File: src/rtl/riscv_pkg.sv
// Shared encodings for the multicycle RISC-V controller: opcodes, FSM state
// codes, ALU control codes, ALU operation classes and datapath mux selects.
package riscv_pkg;

    // Supported opcodes (instr[6:0])
    localparam logic [6:0] OP_LW    = 7'b0000011;
    localparam logic [6:0] OP_SW    = 7'b0100011;
    localparam logic [6:0] OP_RTYPE = 7'b0110011;
    localparam logic [6:0] OP_IALU  = 7'b0010011;
    localparam logic [6:0] OP_BEQ   = 7'b1100011;
    localparam logic [6:0] OP_JAL   = 7'b1101111;

    // Controller state encoding
    localparam logic [3:0] S_FETCH    = 4'd0;
    localparam logic [3:0] S_DECODE   = 4'd1;
    localparam logic [3:0] S_MEMADR   = 4'd2;
    localparam logic [3:0] S_MEMREAD  = 4'd3;
    localparam logic [3:0] S_MEMWB    = 4'd4;
    localparam logic [3:0] S_MEMWRITE = 4'd5;
    localparam logic [3:0] S_EXECUTER = 4'd6;
    localparam logic [3:0] S_EXECUTEI = 4'd7;
    localparam logic [3:0] S_ALUWB    = 4'd8;
    localparam logic [3:0] S_BEQ      = 4'd9;
    localparam logic [3:0] S_JAL      = 4'd10;

    // ALUControl codes
    localparam logic [2:0] ALU_ADD = 3'b000;
    localparam logic [2:0] ALU_SUB = 3'b001;
    localparam logic [2:0] ALU_AND = 3'b010;
    localparam logic [2:0] ALU_OR  = 3'b011;
    localparam logic [2:0] ALU_SLT = 3'b101;

    // ALU operation class handed from the FSM to the ALU decoder
    localparam logic [1:0] ALUOP_ADD   = 2'b00;
    localparam logic [1:0] ALUOP_SUB   = 2'b01;
    localparam logic [1:0] ALUOP_FUNCT = 2'b10;

    // ResultSrc selects
    localparam logic [1:0] RES_ALUOUT    = 2'b00;
    localparam logic [1:0] RES_DATA      = 2'b01;
    localparam logic [1:0] RES_ALURESULT = 2'b10;

    // ALUSrcA selects
    localparam logic [1:0] SRCA_PC    = 2'b00;
    localparam logic [1:0] SRCA_OLDPC = 2'b01;
    localparam logic [1:0] SRCA_REG   = 2'b10;

    // ALUSrcB selects
    localparam logic [1:0] SRCB_WDATA = 2'b00;
    localparam logic [1:0] SRCB_IMM   = 2'b01;
    localparam logic [1:0] SRCB_FOUR  = 2'b10;

    // ImmSrc selects
    localparam logic [1:0] IMM_I = 2'b00;
    localparam logic [1:0] IMM_S = 2'b01;
    localparam logic [1:0] IMM_B = 2'b10;
    localparam logic [1:0] IMM_J = 2'b11;

    // Immediate format implied by the opcode; R-type and unknown ops use I
    function automatic logic [1:0] imm_src(input logic [6:0] op);
        case (op)
            OP_SW:   imm_src = IMM_S;
            OP_BEQ:  imm_src = IMM_B;
            OP_JAL:  imm_src = IMM_J;
            default: imm_src = IMM_I;
        endcase
    endfunction

    // True for the opcodes this controller can sequence
    function automatic logic op_supported(input logic [6:0] op);
        case (op)
            OP_LW, OP_SW, OP_RTYPE, OP_IALU, OP_BEQ, OP_JAL: op_supported = 1'b1;
            default:                                         op_supported = 1'b0;
        endcase
    endfunction

endpackage

File: src/rtl/alu_decoder.sv
// ALU decoder: maps the FSM's ALU operation class plus instruction fields
// onto the ALUControl code.
module alu_decoder
    import riscv_pkg::*;
(
    input  logic [1:0] ALUOp,
    input  logic [2:0] funct3,
    input  logic       op5,
    input  logic       funct7b5,
    output logic [2:0] ALUControl
);

    // Fixed add/sub for address and branch work, funct3-driven for execute
    always_comb begin
        ALUControl = ALU_ADD;
        case (ALUOp)
            ALUOP_ADD: ALUControl = ALU_ADD;
            ALUOP_SUB: ALUControl = ALU_SUB;
            ALUOP_FUNCT: begin
                case (funct3)
                    // op5 separates R-type (sub possible) from I-ALU (addi only)
                    3'b000:  ALUControl = (op5 && funct7b5) ? ALU_SUB : ALU_ADD;
                    3'b010:  ALUControl = ALU_SLT;
                    3'b110:  ALUControl = ALU_OR;
                    3'b111:  ALUControl = ALU_AND;
                    default: ALUControl = ALU_ADD;
                endcase
            end
            default: ALUControl = ALU_ADD;
        endcase
    end

endmodule

File: src/rtl/multicycle_controller.sv
// Multicycle RISC-V main controller: Moore FSM sequencing lw, sw, R-type,
// I-ALU, beq and jal, plus opcode-driven ImmSrc and an Illegal pulse.
module multicycle_controller
    import riscv_pkg::*;
(
    input  logic       clk,
    input  logic       reset,
    input  logic [6:0] op,
    input  logic [2:0] funct3,
    input  logic       funct7b5,
    input  logic       Zero,
    output logic       PCWrite,
    output logic       AdrSrc,
    output logic       MemWrite,
    output logic       IRWrite,
    output logic [1:0] ResultSrc,
    output logic [1:0] ALUSrcA,
    output logic [1:0] ALUSrcB,
    output logic [2:0] ALUControl,
    output logic [1:0] ImmSrc,
    output logic       RegWrite,
    output logic       Illegal
);

    logic [3:0] r_state;
    logic [3:0] w_next_state;
    logic [1:0] w_alu_op;
    logic       w_pc_update;
    logic       w_branch;
    logic       w_mem_write;
    logic       w_ir_write;
    logic       w_reg_write;
    logic       w_illegal;

    // State register; reset drops straight back to FETCH at any point
    always_ff @(posedge clk or negedge reset) begin
        if (!reset) r_state <= S_FETCH;
        else        r_state <= w_next_state;
    end

    // Next-state selection by current state and opcode
    always_comb begin
        w_next_state = S_FETCH;
        case (r_state)
            S_FETCH: w_next_state = S_DECODE;
            S_DECODE: begin
                case (op)
                    OP_LW, OP_SW: w_next_state = S_MEMADR;
                    OP_RTYPE:     w_next_state = S_EXECUTER;
                    OP_IALU:      w_next_state = S_EXECUTEI;
                    OP_BEQ:       w_next_state = S_BEQ;
                    OP_JAL:       w_next_state = S_JAL;
                    default:      w_next_state = S_FETCH;
                endcase
            end
            S_MEMADR:   w_next_state = (op == OP_LW) ? S_MEMREAD : S_MEMWRITE;
            S_MEMREAD:  w_next_state = S_MEMWB;
            S_MEMWB:    w_next_state = S_FETCH;
            S_MEMWRITE: w_next_state = S_FETCH;
            S_EXECUTER: w_next_state = S_ALUWB;
            S_EXECUTEI: w_next_state = S_ALUWB;
            S_ALUWB:    w_next_state = S_FETCH;
            S_BEQ:      w_next_state = S_FETCH;
            S_JAL:      w_next_state = S_ALUWB;
            default:    w_next_state = S_FETCH;
        endcase
    end

    // Per-state datapath controls; anything not named in a state stays 0
    always_comb begin
        w_pc_update = 1'b0;
        w_branch    = 1'b0;
        w_mem_write = 1'b0;
        w_ir_write  = 1'b0;
        w_reg_write = 1'b0;
        AdrSrc      = 1'b0;
        ResultSrc   = RES_ALUOUT;
        ALUSrcA     = SRCA_PC;
        ALUSrcB     = SRCB_WDATA;
        w_alu_op    = ALUOP_ADD;
        case (r_state)
            S_FETCH: begin
                w_ir_write  = 1'b1;
                w_pc_update = 1'b1;
                ALUSrcA     = SRCA_PC;
                ALUSrcB     = SRCB_FOUR;
                ResultSrc   = RES_ALURESULT;
            end
            S_DECODE: begin
                ALUSrcA = SRCA_OLDPC;
                ALUSrcB = SRCB_IMM;
            end
            S_MEMADR: begin
                ALUSrcA = SRCA_REG;
                ALUSrcB = SRCB_IMM;
            end
            S_MEMREAD: begin
                ResultSrc = RES_ALUOUT;
                AdrSrc    = 1'b1;
            end
            S_MEMWB: begin
                ResultSrc   = RES_DATA;
                w_reg_write = 1'b1;
            end
            S_MEMWRITE: begin
                ResultSrc   = RES_ALUOUT;
                AdrSrc      = 1'b1;
                w_mem_write = 1'b1;
            end
            S_EXECUTER: begin
                ALUSrcA  = SRCA_REG;
                ALUSrcB  = SRCB_WDATA;
                w_alu_op = ALUOP_FUNCT;
            end
            S_EXECUTEI: begin
                ALUSrcA  = SRCA_REG;
                ALUSrcB  = SRCB_IMM;
                w_alu_op = ALUOP_FUNCT;
            end
            S_ALUWB: begin
                ResultSrc   = RES_ALUOUT;
                w_reg_write = 1'b1;
            end
            S_BEQ: begin
                ALUSrcA   = SRCA_REG;
                ALUSrcB   = SRCB_WDATA;
                w_alu_op  = ALUOP_SUB;
                ResultSrc = RES_ALUOUT;
                w_branch  = 1'b1;
            end
            S_JAL: begin
                ALUSrcA     = SRCA_OLDPC;
                ALUSrcB     = SRCB_FOUR;
                ResultSrc   = RES_ALUOUT;
                w_pc_update = 1'b1;
            end
            default: begin
                w_pc_update = 1'b0;
            end
        endcase
    end

    assign w_illegal = (r_state == S_DECODE) && !op_supported(op);
    assign ImmSrc    = imm_src(op);

    // FETCH is the reset state yet drives write enables, so all enables are
    // qualified by reset to keep them quiet while reset is held low.
    assign PCWrite  = reset & (w_pc_update | (w_branch & Zero));
    assign MemWrite = reset & w_mem_write;
    assign IRWrite  = reset & w_ir_write;
    assign RegWrite = reset & w_reg_write;
    assign Illegal  = reset & w_illegal;

    alu_decoder u_alu_decoder (
        .ALUOp      (w_alu_op),
        .funct3     (funct3),
        .op5        (op[5]),
        .funct7b5   (funct7b5),
        .ALUControl (ALUControl)
    );

endmodule

File: config.mk
export PLATFORM = sky130hd
export DESIGN_NAME = multicycle_controller
export DESIGN_NICKNAME = d
export VERILOG_FILES = /design/src/rtl/riscv_pkg.sv /design/src/rtl/alu_decoder.sv /design/src/rtl/multicycle_controller.sv
export SDC_FILE = /design/constraint.sdc
export NUM_CORES = 1
export LEC_CHECK = 0
export CORE_MARGIN = 2
export CORE_UTILIZATION = 30
export CTS_CLUSTER_SIZE = 20
export DETAILED_ROUTE_END_ITERATION = 16
export PLACE_DENSITY_LB_ADDON = 0.05
export SETUP_SLACK_MARGIN = 0.05
export SLEW_MARGIN = 20
export SYNTH_ARGS = -nofsm -noshare
export SYNTH_HDL_FRONTEND = slang
export SYNTH_HIERARCHICAL = 1
export SYNTH_SLANG_ARGS = --single-unit
File: constraint.sdc
create_clock -name clk -period 1.95 [get_ports clk]
set_clock_uncertainty 0.1 [all_clocks]
set_input_delay 0.39 -clock clk [delete_from_list [all_inputs] [get_ports clk]]
set_output_delay 0.39 -clock clk [all_outputs]
set_load 0.1 [all_outputs]
-- After elaboration in Yosys (flattened, before gate mapping)
Cells that the tools add are included.
- bits in latches: 0
- input bits: 14
- bits in read-only memories: 0
- word-level logic and storage cells: 62
- memories kept: 0
- register bits: 4
- bits in writable memories: 0
- $mul: 0
- divide/modulo/power cells: 0
- shift operators: 0
- reduce and logical (&&, ||, !) cells: 15
- bitwise logic cells: 7
- mux-type cells: 18
- equality and inequality tests: 21
- add/sub/neg operators: 0
- magnitude comparators: 0
- operator list (cell ; number):
    one-hot mux 4 bit (5 select lines) ; 2
    equality test 4 x 3 -> 1 bit (second input constant) ; 4
    one-hot mux 2 bit (2 select lines) ; 4
    equality test 7 x 6 -> 1 bit (second input constant) ; 2
    equality test 7 bit (second input constant) ; 2
    equality test 4 bit (second input constant) ; 3
    one-hot mux 3 bit (4 select lines) ; 1
    OR reduction 2 bit ; 6
    equality test 4 x 2 -> 1 bit (second input constant) ; 2
    two-way mux 1 bit ; 8
    equality test 7 x 2 -> 1 bit (second input constant) ; 1
    equality test 7 x 5 -> 1 bit (second input constant) ; 1
    bitwise AND 1 bit ; 6
    equality test 3 bit (second input constant) ; 2
    one-hot mux 2 bit (3 select lines) ; 1
    one-hot mux 3 bit (2 select lines) ; 1
    OR reduction 3 bit ; 2
    OR reduction 6 bit ; 1
    equality test 4 x 1 -> 1 bit (second input constant) ; 1
    zero test 4 bit ; 1
    OR reduction 4 bit ; 1
    equality test 3 x 2 -> 1 bit (second input constant) ; 1
    zero test 3 bit ; 1
    two-way mux 3 bit ; 1
    5 further kinds ; 6

-- Longest topological paths before layout
Gate-level depths: netlist of run 1.
- depth after elaboration: 6
- gate-level depth with buffers: 7
- depth with buffers taken out: 6

-- By module
Netlist of run 1, hierarchy kept.
- modules (own cells, without submodules) (module ; cells each ; area an instance (µm²) ; times used):
    multicycle_controller ; 65 ; 496.7 ; 1
    alu_decoder ; 11 ; 96.3 ; 1

-- Worst setup path before layout of run 1
Ideal clock, no wire load.
- path kind: flip-flop to output port
- from: reg r_state[2]
- to: out ALUControl[2]
- arrival time: 4.318 ns
- slack: -2.858 ns
- buffers on the path: 1
- cell stages (with the launch flop): 6
- data required time: 1.460 ns
- cells stage by stage: dfrtp_1 -> buf_2 -> and4bb_2 -> inv_1 -> ha_1 -> nor4b_1
- cells in the longest elaborated chain, start to end: 5
- elaborated cells on any way between the ends: 8
- ends and longest elaborated chain (item ; line ; source):
    start, declared ; multicycle_controller.sv:25 ; logic [3:0] r_state;
    start signal, assigned ; multicycle_controller.sv:38 ; else r_state <= w_next_state;
    equality test 4 x 3 -> 1 bit ; multicycle_controller.sv:81 ; case (r_state)
    OR reduction 2 bit (no line) ; -- ;
    one-hot mux 2 bit (2 select lines) * ; multicycle_controller.sv:81 ;
    net w_alu_op[0] ; multicycle_controller.sv:27 ; logic [1:0] w_alu_op;
    equality test 2 bit / equality test 2 x 1 -> 1 bit (equally long branches) ; alu_decoder.sv:16 ; case (ALUOp)
    one-hot mux 3 bit (2 select lines) * ; alu_decoder.sv:16 ;
    end, declared ; multicycle_controller.sv:19 ; output logic [2:0] ALUControl,
Mark *: on every way through the listed nets, which the timed path passes. The rest lies on a longest branch.

-- Worst setup path in the final report of run 1
- from: reg r_state[3]
- to: out PCWrite
- cells in the longest elaborated chain, start to end: 5
- elaborated cells on any way between the ends: 9
- ends and longest elaborated chain (item ; line ; source):
    equality test 4 bit / zero test 4 bit (equally long branches) ; multicycle_controller.sv:81 ;
    OR reduction 2 bit (no line) / two-way mux 1 bit (equally long branches) ; -- ;
    two-way mux 1 bit / bitwise AND 1 bit (equally long branches) ; multicycle_controller.sv:81, multicycle_controller.sv:148 ;
    bitwise OR 1 bit * ; multicycle_controller.sv:148 ; assign PCWrite = reset & (w_pc_update | (w_branch & Zero));
    bitwise AND 1 bit * ; multicycle_controller.sv:148 ;
    end, declared ; multicycle_controller.sv:12 ; output logic PCWrite,
Every way passes the cells marked *; elsewhere a longest branch is shown, timed or not.

==> results of run 1 <==
[synthesized netlist by cell type, drive strengths merged, types with 2 or more instances]
library cell	count
a21oi	3
nand2b	6
ha	2
nand3b	2
and2	2
nor4b	2
nand2	5
and4bb	2
a221oi	2
o21ai	2
buf	4
nor2b	3
nor2	7
inv	5
nor3	5
dfrtp	4
[critical path, cell delays in order (launching register included)]
cell	delay [ns]
dfrtp_1	0.42
and4bb_2	0.27
buf_4	0.14
buf_6	0.10
buf_6	0.10
and2_4	0.12
o21a_1	0.19
buf_12	0.17
[layout make-up]
cell class,instances,area (um2),share of cell area
Sequential cell,4,100,0.0622
Timing Repair Buffer,59,719,0.447
Inverter,5,18.8,0.0117
Tap cell,27,33.8,0.0210
Multi-Input combinational cell,62,716,0.444
Clock buffer,3,22.5,0.0140
[worst paths after layout]
kind	to	slack (ns)	cells past startpoint
worst max-delay path	PCWrite	-0.31	7
worst min-delay path	r_state[1]$_DFF_PN0_	0.43	2
worst max register to register	r_state[0]$_DFF_PN0_	0.52	5
worst min register to register	r_state[0]$_DFF_PN0_	0.58	2
max in group asynchronous	r_state[0]$_DFF_PN0_	1.20	2
min in group clk	r_state[1]$_DFF_PN0_	0.52	5
[kinds of logic after synthesis]
group,synth area share
and+or+nand+nor,0.470
adders and majority gates,0.0422
DFF,0.169
AOI/OAI and AO/OA,0.207
xor gates and xnor gates,0.0295
buffers and inverters,0.0823
[through the flow]
step	TNS, ns	power, uW	cell area [um2]
after floorplan	-12.20	798	679
after global placement	-1.22	1220	1300
after detailed placement	-1.35	1230	1300
after CTS	-2.23	1480	1570
after global routing	-2.92	1590	1610
final	-2.10	1540	1610
[routing by layer]
| metal | routed length (um) | vias to the layer above |
|---|---|---|
| li1 | - | 392 |
| met1 | 961 | 401 |
| met2 | 1400 | 25 |
| met3 | 83 | 8 |
| met4 | 76 | 0 |
| met5 | 0 | - |
[power by group through the flow]
stage / sequential [uW] / combinational [uW] / clock [uW]
4_1_cts: 104 / 1270 / 108
2_1_floorplan: 108 / 690 / 0
5_1_grt: 105 / 1380 / 111
3_3_place_gp: 101 / 1120 / 0
3_5_place_dp: 103 / 1130 / 0
6_report: 105 / 1330 / 103
[timing repair]
item / CTS / global route
resized for setup: 58 / 23
buffers inserted: 9 / 1
setup endpoints to repair: 16 / 16
pin swaps: 15 / 12
==> results.sh, run 1 <==
export IMPL_crit_type="reg2out"
export IMPL_cts_root_buf="clkbuf_4"
export IMPL_start_kind="flip-flop"
export IMPL_finalHoldViolCount=0
export IMPL_cell_internal_pwr_uw=676
export IMPL_switching_share=0.560
export IMPL_rows=16
export IMPL_critical_path_max_fanout=3
export IMPL_rsz0062_at_grt="yes"
export IMPL_fin_hold_ws_ns=0.427
export IMPL_cts_buffers_inserted=3
export IMPL_drt_iter0_drc=12
export IMPL_synth_cell_types=39
export IMPL_syn_cell_area_um2=593
export IMPL_cts_tree="built"
export IMPL_vias=826
export IMPL_nNetsFinal=151
export IMPL_core_area_um2=1920
export IMPL_failed_checks="setup timing"
export IMPL_worstMarginPinSlew_ns=0.291
export IMPL_use_met1=0.239
export IMPL_place_ws_ns=-0.344
export IMPL_dp_cells=149
export IMPL_portBuffers=30
export IMPL_layout_cells_non_filler=160
export IMPL_synth_top_cell_area_share=0.169
export IMPL_p_switching_uw=860
export IMPL_async_reset_ff_frac=1.00
export IMPL_grt_usage=0.230
export IMPL_synth_largest_area_cell="dfrtp_1"
export IMPL_synth_seq_area_share=0.169
export IMPL_p_comb_frac=0.864
export IMPL_pin_count=31
export IMPL_grt_use_met2=0.440
export IMPL_htreeDepth=1
export IMPL_busiest_layer="met2"
export IMPL_met3_usage=0.0309
export IMPL_gp_congestion=0.753
export IMPL_vdd_drop_max_mv=0.709
export IMPL_syn_avg_cell_area_um2=7.80
export IMPL_synth_edf_count=0
export IMPL_run_status="complete, but fails checks"
export IMPL_drt_total_wl_mm=2.52
export IMPL_fin_crit_sh=1.16
export IMPL_fillers=104
export IMPL_grt_pass1_wl_mm=4.16
export IMPL_crit_path_end_kind="output port"
export IMPL_detail_route_drc_violations=0
export IMPL_initial_utilization=0.309
export IMPL_cts_sinks=4
export IMPL_viasPerCell=5.16
export IMPL_drive_gt1_frac=0.744
export IMPL_p_clk_frac=0.067
export IMPL_period_minus_slack_ns=2.26
export IMPL_reg_top3="r_state x4"
export IMPL_die_h_um=48.5
export IMPL_regMostFlops="r_state"
export IMPL_relSlewSlack=0.804
export IMPL_grt_ovfl_total=0
export IMPL_worstPathRequired_ns=1.46
export IMPL_ant_nets=0
export IMPL_clk_path_buf_depth=2
export IMPL_area_growth_pct=172
export IMPL_yosys_top_cells_area="dfrtp_1 (17%), nand2b_1 (5.3%), a221oi_2 (5.1%)"
export IMPL_synth_nets=92
export IMPL_crit_start="r_state[3]$_DFF_PN0_"
export IMPL_p_leak_uw=0.000645
export IMPL_first_global_vias=917
export IMPL_syn_inst=76
export IMPL_antenna_found_initial=0
export IMPL_die_x_um=48.5
export IMPL_p_seq_frac=0.068
export IMPL_clk_pin_slew_ns=0.04
export IMPL_ys_warn_count=6
export IMPL_grt_max_degree=14
export IMPL_cap_violations=0
export IMPL_post_dp_hpwl_mm=1.46
export IMPL_slew_viol_final=0
export IMPL_hold_path_class="in2async"
export IMPL_final_util=0.838
export IMPL_antenna_cells=0
export IMPL_largest_reg_flops=4
export IMPL_setup_ws_ns=-0.307
export IMPL_timing_fmax_mhz=443
export IMPL_firstDrtPassIters=4
export IMPL_ctsHoldBuffers=0
export IMPL_timing_rr_start="r_state[1]$_DFF_PN0_"
export IMPL_critPathArrivalTime_ns=1.77
export IMPL_setup_violations=12
export IMPL_ys_flop_type="dfrtp_1"
export IMPL_die_area_um2=2350
export IMPL_wl_per_cell_um=15.8
export IMPL_ys_seq_elements=4
export IMPL_powerDensity_nw_per_um2=954
export IMPL_layout_common_cells="buf_12 (18), buf_4 (18), buf_6 (9)"
export IMPL_clk_latency_ns=0.24
No activity file was read; power rests on OpenSTA's default activity.
==> inputs of run 2 (changes only) <==
--- a/config.mk
+++ b/config.mk
@@ -5,6 +5,7 @@
 export SDC_FILE = /design/constraint.sdc
 export NUM_CORES = 1
 export LEC_CHECK = 0
+export CAP_MARGIN = 20
 export CORE_MARGIN = 2
 export CORE_UTILIZATION = 30
 export CTS_CLUSTER_SIZE = 20
==> constraint.sdc (replaced) <==
create_clock -name clk -period 2.3 [get_ports clk]
set_clock_uncertainty 0.1 [all_clocks]
set_input_delay 0.46 -clock clk [delete_from_list [all_inputs] [get_ports clk]]
set_output_delay 0.46 -clock clk [all_outputs]
set_load 0.1 [all_outputs]
==> results.sh, run 2 (synthesized netlist as in run 1, its figures left out) <==
export IMPL_viasPerCell=4.90
export IMPL_worstPathRequired_ns=1.74
export IMPL_vdd_drop_max_mv=1.38
export IMPL_grt_pass1_wl_mm=3.52
export IMPL_crit_path_end_kind="output port"
export IMPL_p_leak_uw=0.000625
export IMPL_rows=16
export IMPL_p_seq_frac=0.076
export IMPL_die_area_um2=2350
export IMPL_pin_count=31
export IMPL_setup_violations=1
export IMPL_critPathArrivalTime_ns=1.76
export IMPL_firstDrtPassIters=4
export IMPL_die_h_um=48.5
export IMPL_vias=765
export IMPL_timing_rr_start="r_state[3]$_DFF_PN0_"
export IMPL_die_x_um=48.5
export IMPL_slew_viol_final=0
export IMPL_crit_type="reg2out"
export IMPL_worstMarginPinSlew_ns=0.317
export IMPL_fin_crit_sh=1.01
export IMPL_run_status="complete, but fails checks"
export IMPL_finalHoldViolCount=0
export IMPL_setup_ws_ns=-0.0164
export IMPL_final_util=0.770
export IMPL_ctsHoldBuffers=0
export IMPL_drt_iter0_drc=7
export IMPL_grt_ovfl_total=0
export IMPL_p_clk_frac=0.074
export IMPL_antenna_cells=0
export IMPL_hold_path_class="in2async"
export IMPL_cts_sinks=4
export IMPL_cap_violations=0
export IMPL_p_comb_frac=0.850
export IMPL_period_minus_slack_ns=2.32
export IMPL_grt_max_degree=15
export IMPL_cell_internal_pwr_uw=508
export IMPL_relSlewSlack=0.787
export IMPL_post_dp_hpwl_mm=1.46
export IMPL_mostFrequentLayoutCell="buf_4"
export IMPL_gp_congestion=0.763
export IMPL_crit_start="r_state[2]$_DFF_PN0_"
export IMPL_wl_per_cell_um=12.7
export IMPL_rsz0062_at_grt="yes"
export IMPL_ant_nets=0
export IMPL_cts_root_buf="clkbuf_4"
export IMPL_portBuffers=30
export IMPL_dp_cells=146
export IMPL_powerDensity_nw_per_um2=792
export IMPL_htreeDepth=1
export IMPL_antenna_found_initial=0
export IMPL_timing_fmax_mhz=432
export IMPL_place_ws_ns=-0.0986
export IMPL_tns_ns=-0.0164
export IMPL_largest_reg_flops=4
export IMPL_drive_gt1_frac=0.612
export IMPL_core_area_um2=1920
export IMPL_area_growth_pct=150
export IMPL_critical_path_max_fanout=3
export IMPL_p_switching_uw=665
export IMPL_initial_utilization=0.309
export IMPL_cts_buffers_inserted=3
export IMPL_grt_usage=0.189
export IMPL_start_kind="flip-flop"
export IMPL_layout_cells_non_filler=156
export IMPL_clk_path_buf_depth=2
export IMPL_regMostFlops="r_state"
export IMPL_failed_checks="setup timing"
export IMPL_clk_pin_slew_ns=0.04
export IMPL_nNetsFinal=147
export IMPL_first_global_vias=832
export IMPL_reg_top3="r_state x4"
export IMPL_drt_total_wl_mm=1.98
export IMPL_layout_common_cells="buf_4 (20), buf_12 (17), clkdlybuf4s50_1 (6), dlygate4sd2_1 (6), buf_6 (5)"
export IMPL_clk_latency_ns=0.23
export IMPL_cts_tree="built"
export IMPL_switching_share=0.567
export IMPL_detail_route_drc_violations=0
-- run 2: worst paths after layout --
check                                       end  slack (ns)  cells past startpoint
setup / recovery                  ALUControl[2]       -0.02                      5
hold / removal             r_state[3]$_DFF_PN0_        0.47                      2
setup reg to reg           r_state[3]$_DFF_PN0_        0.88                      5
hold reg to reg            r_state[0]$_DFF_PN0_        0.54                      2
max in group asynchronous  r_state[3]$_DFF_PN0_        1.50                      2
min in group clk           r_state[0]$_DFF_PN0_        0.54                      2
-- run 2: layout make-up --
class / instances / area, um2
inverters: 5 / 18.8
clock buffers: 3 / 22.5
multi-input cells: 62 / 632
well taps: 27 / 33.8
fillers: 147 / 442
flip-flops and latches: 4 / 101
repair buffers: 55 / 672
-- run 2: power groups by stage --
stage / combinational (uW) / sequential, uW / clock, uW
global placement: 971 / 86.3 / 0
finish: 997 / 89.2 / 86.4
floorplan: 630 / 95.1 / 0
CTS: 985 / 86.3 / 89.7
detailed placement: 978 / 86.9 / 0
global route: 1040 / 89.6 / 95.9
-- run 2: per-stage QoR --
step / hold WS (ns) / area, um2 / total power, uW
final: 0.474 / 1480 / 1170
after global routing: 0.476 / 1480 / 1220
after CTS: 0.446 / 1440 / 1160
after detailed placement: 0.551 / 1340 / 1060
after global placement: 0.543 / 1340 / 1060
after floorplan: 0.0644 / 739 / 725
-- run 2: layer usage --
layer | part of all wire | global-route usage | up-vias
li1 | - | - | 379
met1 | 0.37 | 0.207 | 363
met2 | 0.57 | 0.345 | 19
met3 | 0.051 | 0.0432 | 4
met4 | 0.012 | 0.0857 | 0
met5 | 0 | 0 | -
-- run 2: critical path: stages (launching register included) --
cell and delay (ns):
dfrtp_1 0.38, and4bb_2 0.34, inv_2 0.05, ha_4 0.23, nor4b_4 0.31, buf_12 0.21
-- run 2: repair_timing --
action                     4_1_cts  5_1_grt
setup endpoints to repair        7        7
pin swaps                        5        2
setup buffers                    5        2
gates resized for setup         15        9
